===== src/rtl/mem_port_arbiter_pkg.sv =====
// Shared types for the DRAM port arbiter: FSM states, transaction owner and the
// byte-enable decode applied to masks coming from lsu_operator.
package mem_port_arbiter_pkg;

    typedef enum logic [1:0] {
        ARB_IDLE  = 2'd0,
        ARB_ISSUE = 2'd1,
        ARB_WAIT  = 2'd2
    } arb_state_e;

    typedef enum logic {
        OWN_IFETCH = 1'b0,
        OWN_DATA   = 1'b1
    } arb_owner_e;

    // lsu_operator emits an all-zero mask for full-word accesses.
    function automatic logic [3:0] lsu_be_decode(input logic [3:0] be);
        logic [3:0] dec;
        if (be == 4'h0) begin
            dec = 4'hF;
        end else begin
            dec = be;
        end
        return dec;
    endfunction

endpackage


===== src/rtl/mem_port_arbiter.sv =====
// Single-outstanding arbiter of instruction fetch and load/store onto one DRAM port.
// Optional ARB_PERF_CNT_EN adds saturating conflict and busy-stall counters.
module mem_port_arbiter
    import mem_port_arbiter_pkg::*;
#(
    parameter int ADDR_W       = 32,
    parameter int DATA_W       = 32,
    parameter int STARVE_LIMIT = 4
) (
    input  logic              clock,
    input  logic              reset,
    input  logic              mem_en,
    input  logic              i_req_ip,
    input  logic [ADDR_W-1:0] i_addr_ip,
    input  logic              i_kill_ip,
    output logic              i_gnt_op,
    output logic              i_rvalid_op,
    output logic [DATA_W-1:0] i_rdata_op,
    input  logic              d_req_ip,
    input  logic              d_we_ip,
    input  logic [ADDR_W-1:0] d_addr_ip,
    input  logic [3:0]        d_be_ip,
    input  logic [DATA_W-1:0] d_wdata_ip,
    output logic              d_gnt_op,
    output logic              d_rvalid_op,
    output logic [DATA_W-1:0] d_rdata_op,
    output logic              mem_req_op,
    output logic              mem_we_op,
    output logic [ADDR_W-1:0] mem_addr_op,
    output logic [3:0]        mem_be_op,
    output logic [DATA_W-1:0] mem_wdata_op,
    input  logic              mem_ready_ip,
    input  logic              mem_rvalid_ip,
    input  logic [DATA_W-1:0] mem_rdata_ip
`ifdef ARB_PERF_CNT_EN
    ,
    output logic [31:0]       perf_conflict_cnt_op,
    output logic [31:0]       perf_busy_stall_cnt_op
`endif
);

    localparam int STREAK_W = $clog2(STARVE_LIMIT + 1);

    arb_state_e          state_q, state_d;
    arb_owner_e          owner_q, owner_d;
    logic                we_q, we_d;
    logic [ADDR_W-1:0]   addr_q, addr_d;
    logic [3:0]          be_q, be_d;
    logic [DATA_W-1:0]   wdata_q, wdata_d;
    logic [STREAK_W-1:0] streak_q, streak_d;
    logic                kill_q, kill_d;
    logic                i_rvalid_q, i_rvalid_d;
    logic                d_rvalid_q, d_rvalid_d;
    logic [DATA_W-1:0]   rdata_q, rdata_d;

    logic grant_ok_s, fetch_ok_s, starved_s, i_gnt_s, d_gnt_s, fetch_kill_s, issue_s;

    // Winner selection; grants are combinational and suppressed while reset is held.
    always_comb begin
        grant_ok_s   = !reset && mem_en && (state_q == ARB_IDLE);
        fetch_ok_s   = i_req_ip && !i_kill_ip;
        starved_s    = i_req_ip && (streak_q == STREAK_W'(STARVE_LIMIT));
        fetch_kill_s = (owner_q == OWN_IFETCH) && i_kill_ip;
        if (grant_ok_s && fetch_ok_s && (!d_req_ip || starved_s)) begin
            i_gnt_s = 1'b1;
            d_gnt_s = 1'b0;
        end else if (grant_ok_s && d_req_ip) begin
            i_gnt_s = 1'b0;
            d_gnt_s = 1'b1;
        end else begin
            i_gnt_s = 1'b0;
            d_gnt_s = 1'b0;
        end
    end

    // Transaction sequencing, request latching and response capture.
    always_comb begin
        state_d    = state_q;
        owner_d    = owner_q;
        we_d       = we_q;
        addr_d     = addr_q;
        be_d       = be_q;
        wdata_d    = wdata_q;
        streak_d   = streak_q;
        kill_d     = kill_q;
        rdata_d    = rdata_q;
        i_rvalid_d = 1'b0;
        d_rvalid_d = 1'b0;
        case (state_q)
            ARB_IDLE: begin
                kill_d = 1'b0;
                if (i_gnt_s) begin
                    owner_d  = OWN_IFETCH;
                    we_d     = 1'b0;
                    addr_d   = i_addr_ip;
                    be_d     = 4'hF;
                    wdata_d  = {DATA_W{1'b0}};
                    streak_d = {STREAK_W{1'b0}};
                    state_d  = ARB_ISSUE;
                end else if (d_gnt_s) begin
                    owner_d = OWN_DATA;
                    we_d    = d_we_ip;
                    addr_d  = d_addr_ip;
                    be_d    = lsu_be_decode(d_be_ip);
                    wdata_d = d_wdata_ip;
                    state_d = ARB_ISSUE;
                    // Only a fetch that was actually passed over counts toward starvation.
                    if (!i_req_ip) begin
                        streak_d = {STREAK_W{1'b0}};
                    end else if (streak_q != STREAK_W'(STARVE_LIMIT)) begin
                        streak_d = streak_q + STREAK_W'(1);
                    end else begin
                        streak_d = streak_q;
                    end
                end else begin
                    state_d = ARB_IDLE;
                end
            end
            ARB_ISSUE: begin
                kill_d = kill_q | fetch_kill_s;
                if (mem_ready_ip) begin
                    state_d = ARB_WAIT;
                end else begin
                    state_d = ARB_ISSUE;
                end
            end
            ARB_WAIT: begin
                kill_d = kill_q | fetch_kill_s;
                if (mem_rvalid_ip) begin
                    rdata_d    = mem_rdata_ip;
                    i_rvalid_d = (owner_q == OWN_IFETCH) && !(kill_q || fetch_kill_s);
                    d_rvalid_d = (owner_q == OWN_DATA);
                    state_d    = ARB_IDLE;
                end else begin
                    state_d = ARB_WAIT;
                end
            end
            default: begin
                state_d = ARB_IDLE;
            end
        endcase
    end

    // State and holding registers.
    always_ff @(posedge clock or posedge reset) begin
        if (reset) begin
            state_q    <= ARB_IDLE;
            owner_q    <= OWN_IFETCH;
            we_q       <= 1'b0;
            addr_q     <= {ADDR_W{1'b0}};
            be_q       <= 4'h0;
            wdata_q    <= {DATA_W{1'b0}};
            streak_q   <= {STREAK_W{1'b0}};
            kill_q     <= 1'b0;
            i_rvalid_q <= 1'b0;
            d_rvalid_q <= 1'b0;
            rdata_q    <= {DATA_W{1'b0}};
        end else begin
            state_q    <= state_d;
            owner_q    <= owner_d;
            we_q       <= we_d;
            addr_q     <= addr_d;
            be_q       <= be_d;
            wdata_q    <= wdata_d;
            streak_q   <= streak_d;
            kill_q     <= kill_d;
            i_rvalid_q <= i_rvalid_d;
            d_rvalid_q <= d_rvalid_d;
            rdata_q    <= rdata_d;
        end
    end

    assign issue_s      = (state_q == ARB_ISSUE);
    assign i_gnt_op     = i_gnt_s;
    assign d_gnt_op     = d_gnt_s;
    assign i_rvalid_op  = i_rvalid_q;
    assign d_rvalid_op  = d_rvalid_q;
    assign i_rdata_op   = rdata_q;
    assign d_rdata_op   = rdata_q;
    assign mem_req_op   = issue_s;
    assign mem_we_op    = issue_s & we_q;
    assign mem_addr_op  = issue_s ? addr_q : {ADDR_W{1'b0}};
    assign mem_be_op    = issue_s ? be_q : 4'h0;
    assign mem_wdata_op = issue_s ? wdata_q : {DATA_W{1'b0}};

`ifdef ARB_PERF_CNT_EN
    logic [31:0] conflict_q, busy_stall_q;

    // Saturating event counters.
    always_ff @(posedge clock or posedge reset) begin
        if (reset) begin
            conflict_q   <= 32'd0;
            busy_stall_q <= 32'd0;
        end else begin
            if ((state_q == ARB_IDLE) && i_req_ip && d_req_ip && mem_en &&
                (conflict_q != 32'hFFFF_FFFF)) begin
                conflict_q <= conflict_q + 32'd1;
            end else begin
                conflict_q <= conflict_q;
            end
            if ((state_q != ARB_IDLE) && (i_req_ip || d_req_ip) &&
                (busy_stall_q != 32'hFFFF_FFFF)) begin
                busy_stall_q <= busy_stall_q + 32'd1;
            end else begin
                busy_stall_q <= busy_stall_q;
            end
        end
    end

    assign perf_conflict_cnt_op   = conflict_q;
    assign perf_busy_stall_cnt_op = busy_stall_q;
`endif

endmodule

===== config.mk =====
export PLATFORM = sky130hd
export DESIGN_NAME = mem_port_arbiter
export DESIGN_NICKNAME = d
export VERILOG_FILES = /design/src/rtl/mem_port_arbiter_pkg.sv /design/src/rtl/mem_port_arbiter.sv
export SDC_FILE = /design/constraint.sdc
export NUM_CORES = 1
export LEC_CHECK = 0
export CAP_MARGIN = 30
export CORE_MARGIN = 4
export CORE_UTILIZATION = 25
export CTS_CLUSTER_DIAMETER = 200
export DETAILED_ROUTE_END_ITERATION = 16
export DONT_BUFFER_PORTS = 1
export GPL_TIMING_DRIVEN = 0
export PLACE_DENSITY = 0.44
export SYNTH_ARGS = -nofsm -noshare
export SYNTH_HDL_FRONTEND = slang
export SYNTH_SLANG_ARGS = --single-unit

===== constraint.sdc =====
create_clock -name clock -period 10.9 [get_ports clock]
set_clock_uncertainty 0.05 [all_clocks]
set_input_delay 1.09 -clock clock [delete_from_list [all_inputs] [get_ports clock]]
set_output_delay 1.09 -clock clock [all_outputs]
set_load 0.02 [all_outputs]

## After elaboration in Yosys (flattened, before gate mapping)

Cells that the tools add are included.

| storage, ports and cells | value |
|---|---|
| bits in registers | 110 |
| input port bits | 141 |

| cells by class | value |
|---|---|
| add/subtract/negate cells | 1 |
| equal/unequal tests | 5 |
| mux-type cells | 31 |
| bitwise gates (word level) | 3 |
| reductions and logical operators | 23 |

Operators by type and width:

| operator | count |
|---|---|
| 32-bit two-way mux | 6 |
| 4-bit two-way mux | 4 |
| 1-bit two-way mux | 13 |
| 3-bit two-way mux | 4 |
| 1-bit logical AND | 9 |
| 2-bit case mux with 3 select lines | 1 |
| 1-bit logical NOT | 4 |
| 4-bit logical NOT | 1 |
| 2-bit two-way mux | 2 |
| 2-bit AND reduction | 2 |
| 2-bit nonzero test | 2 |
| 3-bit by 1-bit adder with 3-bit output (second input constant) | 1 |
| 3-bit == test (second input constant) | 1 |
| 3-bit by 1-bit inequality test with 1-bit output (second input constant) | 1 |
| 3-bit inequality test (second input constant) | 1 |
| 3-bit AND reduction | 1 |
| 2-bit by 1-bit == test with 1-bit output (second input constant) | 1 |
| 2-bit == test (second input constant) | 1 |
| 2-bit logical NOT | 1 |
| 1-bit logical OR | 2 |
| 1-bit case mux with 2 select lines | 1 |
| 2-bit OR reduction | 1 |
| 1-bit AND | 1 |
| 1-bit inverter | 1 |
| 1-bit bitwise OR | 1 |

## Logic depth before layout (Yosys ltp)

| depth | value |
|---|---|
| depth after elaboration | 9 |
| gate-level depth with buffers | 8 |
| gate-level depth less buffers | 6 |

## Worst setup path after synthesis

No wires, ideal clock.

| timing path | value |
|---|---|
| path type | input-to-output |
| start | input reset |
| end | output d_gnt_op |
| data arrival time | 4.529 ns |
| data required time | 9.760 ns |
| slack | 5.231 ns |
| stages on the path | 4 |
| path through | inv_1 nand4_1 clkbuf_1 nor2_1 |

| on the way | value |
|---|---|
| cells in the longest elaborated chain, start to end | 6 |
| elaborated cells between the ends (all ways) | 8 |

Ends and longest elaborated chain:

| element | line | source |
|---|---|---|
| from (decl) | mem_port_arbiter.sv:11 | `input logic reset,` |
| 1-bit logical NOT (no source line) (*) | - |  |
| 1-bit logical AND (*) (2 in series) | mem_port_arbiter.sv:60 | `grant_ok_s = !reset && mem_en && (state_q == ARB_IDLE);` |
| 1-bit logical AND (on tied branches) | mem_port_arbiter.sv:67, mem_port_arbiter.sv:64 |  |
| 1-bit two-way mux or 1-bit logical AND (tied branches) | mem_port_arbiter.sv:67, mem_port_arbiter.sv:64 |  |
| 1-bit two-way mux (*) | mem_port_arbiter.sv:64 | `if (grant_ok_s && fetch_ok_s && (!d_req_ip \|\| starved_s)) begin` |
| to (decl) | mem_port_arbiter.sv:24 | `output logic d_gnt_op,` |

Mark *: on every way between the ends. The rest lies on a longest branch, timed or not.

## Final worst setup path

Ends and elaborated chain as after synthesis.

==> metrics.txt <==
Clock Pin Slew Worst Setup and Hold Paths roughly 70 ps; TritonCTS clock tree built; maximum buffer depth of the clock tree 2; post-place setup slack around 7000 ps; initial antenna violation count 1; maximum frequency from static timing analysis about 0.28 GHz; clk sink count 110; final weighted congestion in routability-driven placement around 0.82; library cell used as clock root buffer sky130_fd_sc_hd__clkbuf_16; worst hold-check slack 384 ps; wirelength, routed roughly 17 mm; vias in the first global route around 4,200; RSZ-0062 raised after global routing no; critical path start-end classification primary input to primary output; mean cell area of the mapped netlist about 9.5 sq um; CP required 9760 ps; Post-CTS Setup Inserts 0; number of distinct library cells after synthesis 28; met3 routing resource usage after global routing 0.0498; largest net degree at the start of global routing between 70 and 80; Post-Synthesis Cells between 500 and 600; Worst Setup End Kind primary output; global-route layer with the greatest usage met2; fin. max-slew vios 0; worst min-delay path startpoint kill_q; die area 23,400 sq um; post-synthesis cell type with the largest combined area sky130_fd_sc_hd__dfrtp_1; Fin Setup TNS 0 ps; signed area change from the synthesized netlist to the final layout 13.4%; share of Yosys cell area claimed by the top area cell type 0.524; initial core utilization 0.257; result of the run complete, no violations; hold_buf cts 0; synthesis-stage register bit count between 100 and 150; residual overflow from global routing 0; dpl hpwl between 10 and 15 mm; most area-consuming cells after synthesis sky130_fd_sc_hd__dfrtp_1 52%, sky130_fd_sc_hd__nand2_1 9.6%, sky130_fd_sc_hd__and2_1 8.2%, sky130_fd_sc_hd__mux2_2 6.9%, sky130_fd_sc_hd__buf_4 4.6%; Vert. Die Dim between 150 and 200 microns; cell area after technology mapping 5260 sq um; H-tree depth 3; data arrival time of the critical path ~2400 ps; fill cell count ~2,200; type of the worst min-delay path register to register; final antenna-violating net count 0; pwr dens roughly 270 nW/um^2; row count 52; r2r worst-path depth 7; number of I/O pins between 200 and 300; type of element launching the critical path primary input; number of nets in the synthesized netlist 703; Final Hold Violating Endpoints 0; global-route wire length before repair 25.3 mm; # DRC 0; met1 Resource Use GR 0.164; final layout net count between 700 and 800; Placeable Area 20,400 sq um; final cycle utilization of the critical path 0.329; worst hold path endpoint i_rvalid_op; # Max-Cap Violations 0; fraction of the yosys area taken by sequential cells 0.524; Max-slew headroom 0.515; origin of the critical flop-to-flop path state_q[0]; setup ws final 7320 ps; number of gates given a new drive strength after cts 0; min Tclk post-route roughly 3600 ps; post-DR wirelength/cell about 20 microns; GRT Util Overall 0.138; instance count along the most critical hold path 1; number of optimization iterations in the first detailed-route pass 4; Die Span X ~150 microns; end of the worst register-to-register path addr_q[13]; cts bufs inserted 9; standby leakage power around 2.7 nW; maximum VDD drop approximately 0.087 mV; total power of the final layout between 0.0015 and 0.002 W; routed vias 3,940; maximum fanout along the worst path 36; final setup vio count 0; Clk Latency, worst-skew pair between 300 and 400 ps; count of input and output buffers 0; transition time at the pin with the least slew margin about 730 ps; total of warnings raised by yosys 0; met2 usage 0.235; ratio of cells with drive above 1 in the final layout 0.173; via count normalized by instance count 4.67; worst reg-to-reg setup slack approximately 8800 ps; Initial DRC Count about 140
## layer usage
| layer | share of wire | wire length [microns] |
|---|---|---|
| met5 | 0 | 0 |
| met4 | 0.020 | 331 |
| met3 | 0.080 | 1320 |
| met2 | 0.50 | 8220 |
| met1 | 0.40 | 6680 |
## synthesized netlist by cell type
cell and number:
sky130_fd_sc_hd__nand2_1 135, sky130_fd_sc_hd__or4_1 1, sky130_fd_sc_hd__ha_1 6, sky130_fd_sc_hd__mux2_2 32, sky130_fd_sc_hd__and2_1 69, sky130_fd_sc_hd__nand3_1 2, sky130_fd_sc_hd__nand2b_1 3, sky130_fd_sc_hd__and3_1 1
sky130_fd_sc_hd__inv_1 6, sky130_fd_sc_hd__clkbuf_1 19, sky130_fd_sc_hd__inv_2 1, sky130_fd_sc_hd__dfrtp_1 110, sky130_fd_sc_hd__nand4_1 2, sky130_fd_sc_hd__a211o_1 1, sky130_fd_sc_hd__o21ai_0 1, sky130_fd_sc_hd__a31oi_1 34
sky130_fd_sc_hd__nand3b_1 1, sky130_fd_sc_hd__buf_6 4, sky130_fd_sc_hd__nor4_1 1, sky130_fd_sc_hd__buf_4 32, sky130_fd_sc_hd__o22ai_1 2, sky130_fd_sc_hd__a21oi_1 35, sky130_fd_sc_hd__and4b_1 1, sky130_fd_sc_hd__buf_1 1
sky130_fd_sc_hd__o2bb2ai_1 1, sky130_fd_sc_hd__buf_2 12, sky130_fd_sc_hd__nor2_1 39, sky130_fd_sc_hd__o22a_1 4
## flip-flops by register name, indices dropped and copies added, names as in the netlist
register	flops
addr_q	32
be_q	4
d_rdata_op	32
d_rvalid_op	1
i_rvalid_op	1
kill_q	1
owner_q	1
state_q	2
streak_q	3
wdata_q	32
we_q	1
## worst max-delay path, cell delays in order
cell and delay (ps):
sky130_fd_sc_hd__inv_6 240, sky130_fd_sc_hd__nand4_1 330, sky130_fd_sc_hd__clkbuf_1 370, sky130_fd_sc_hd__nor2_1 400
## cells by family (layout without fill, tap and decap cells)
family,after synthesis,in the layout,share of synthesized area
other cells,0,1,0
buf+inv,75,92,0.0850
compound gates,78,78,0.0871
mux,32,32,0.0686
simple gates,255,255,0.221
flops,110,110,0.524
fa+ha+maj,6,6,0.0143
## power by group
| group | total [W] | internal, W | switching [W] |
|---|---|---|---|
| logic | 0.000499 | 0.000210 | 0.000290 |
| clock network | 0.000366 | 0.000205 | 0.000161 |
| registers | 0.000757 | 0.000571 | 0.000186 |
| total | 0.00162 | 0.000986 | 0.000636 |
## area by class of cell
type	instances	area, sq um	area share
clock inverters	7	104	0.0174
diodes	1	2.50	0.000420
multi-input cells	371	2060	0.345
repair buffers	1	27.5	0.00462
flip-flops and latches	110	2750	0.462
clock buffers	9	225	0.0378
plain buffers	68	420	0.0706
inverters	7	31.3	0.00525
well taps	270	338	0.0567
## placed cells by master (no fill, tap or decap), types with 2 or more instances in the layout
cell	synthesis	routed
sky130_fd_sc_hd__a31oi_1	34	34
sky130_fd_sc_hd__o22ai_1	2	2
sky130_fd_sc_hd__and2_1	69	69
sky130_fd_sc_hd__nand2b_1	3	3
sky130_fd_sc_hd__ha_1	6	6
sky130_fd_sc_hd__nand3_1	2	2
sky130_fd_sc_hd__nand2_1	135	135
sky130_fd_sc_hd__dfrtp_1	110	110
sky130_fd_sc_hd__a21oi_1	35	35
sky130_fd_sc_hd__nor2_1	39	39
sky130_fd_sc_hd__o22a_1	4	4
sky130_fd_sc_hd__inv_1	6	5
sky130_fd_sc_hd__buf_4	32	32
sky130_fd_sc_hd__buf_6	4	4
sky130_fd_sc_hd__nand4_1	2	2
sky130_fd_sc_hd__clkbuf_1	19	19
sky130_fd_sc_hd__inv_6	0	3
sky130_fd_sc_hd__mux2_2	32	32
sky130_fd_sc_hd__clkbuf_16	0	9
sky130_fd_sc_hd__clkinvlp_4	0	2
sky130_fd_sc_hd__bufinv_16	0	2
sky130_fd_sc_hd__buf_2	12	12
## stage by stage
step | std cells | util | area, sq um
global placement | 826 | 0.274 | 5590
finish | 844 | 0.292 | 5960
CTS | 843 | 0.292 | 5960
floorplan | 556 | - | 5260
global route | 844 | 0.292 | 5960
detailed placement | 827 | 0.275 | 5630
## how the worst max path moves through the flow
stage           from        to  depth (start not counted)
2_1_floorplan  reset  d_gnt_op                          4
3_3_place_gp   reset  d_gnt_op                          4
3_5_place_dp   reset  d_gnt_op                          4
4_1_cts        reset  d_gnt_op                          4
5_1_grt        reset  d_gnt_op                          4
6_report       reset  d_gnt_op                          4
Power figures use the tool's default switching activity.
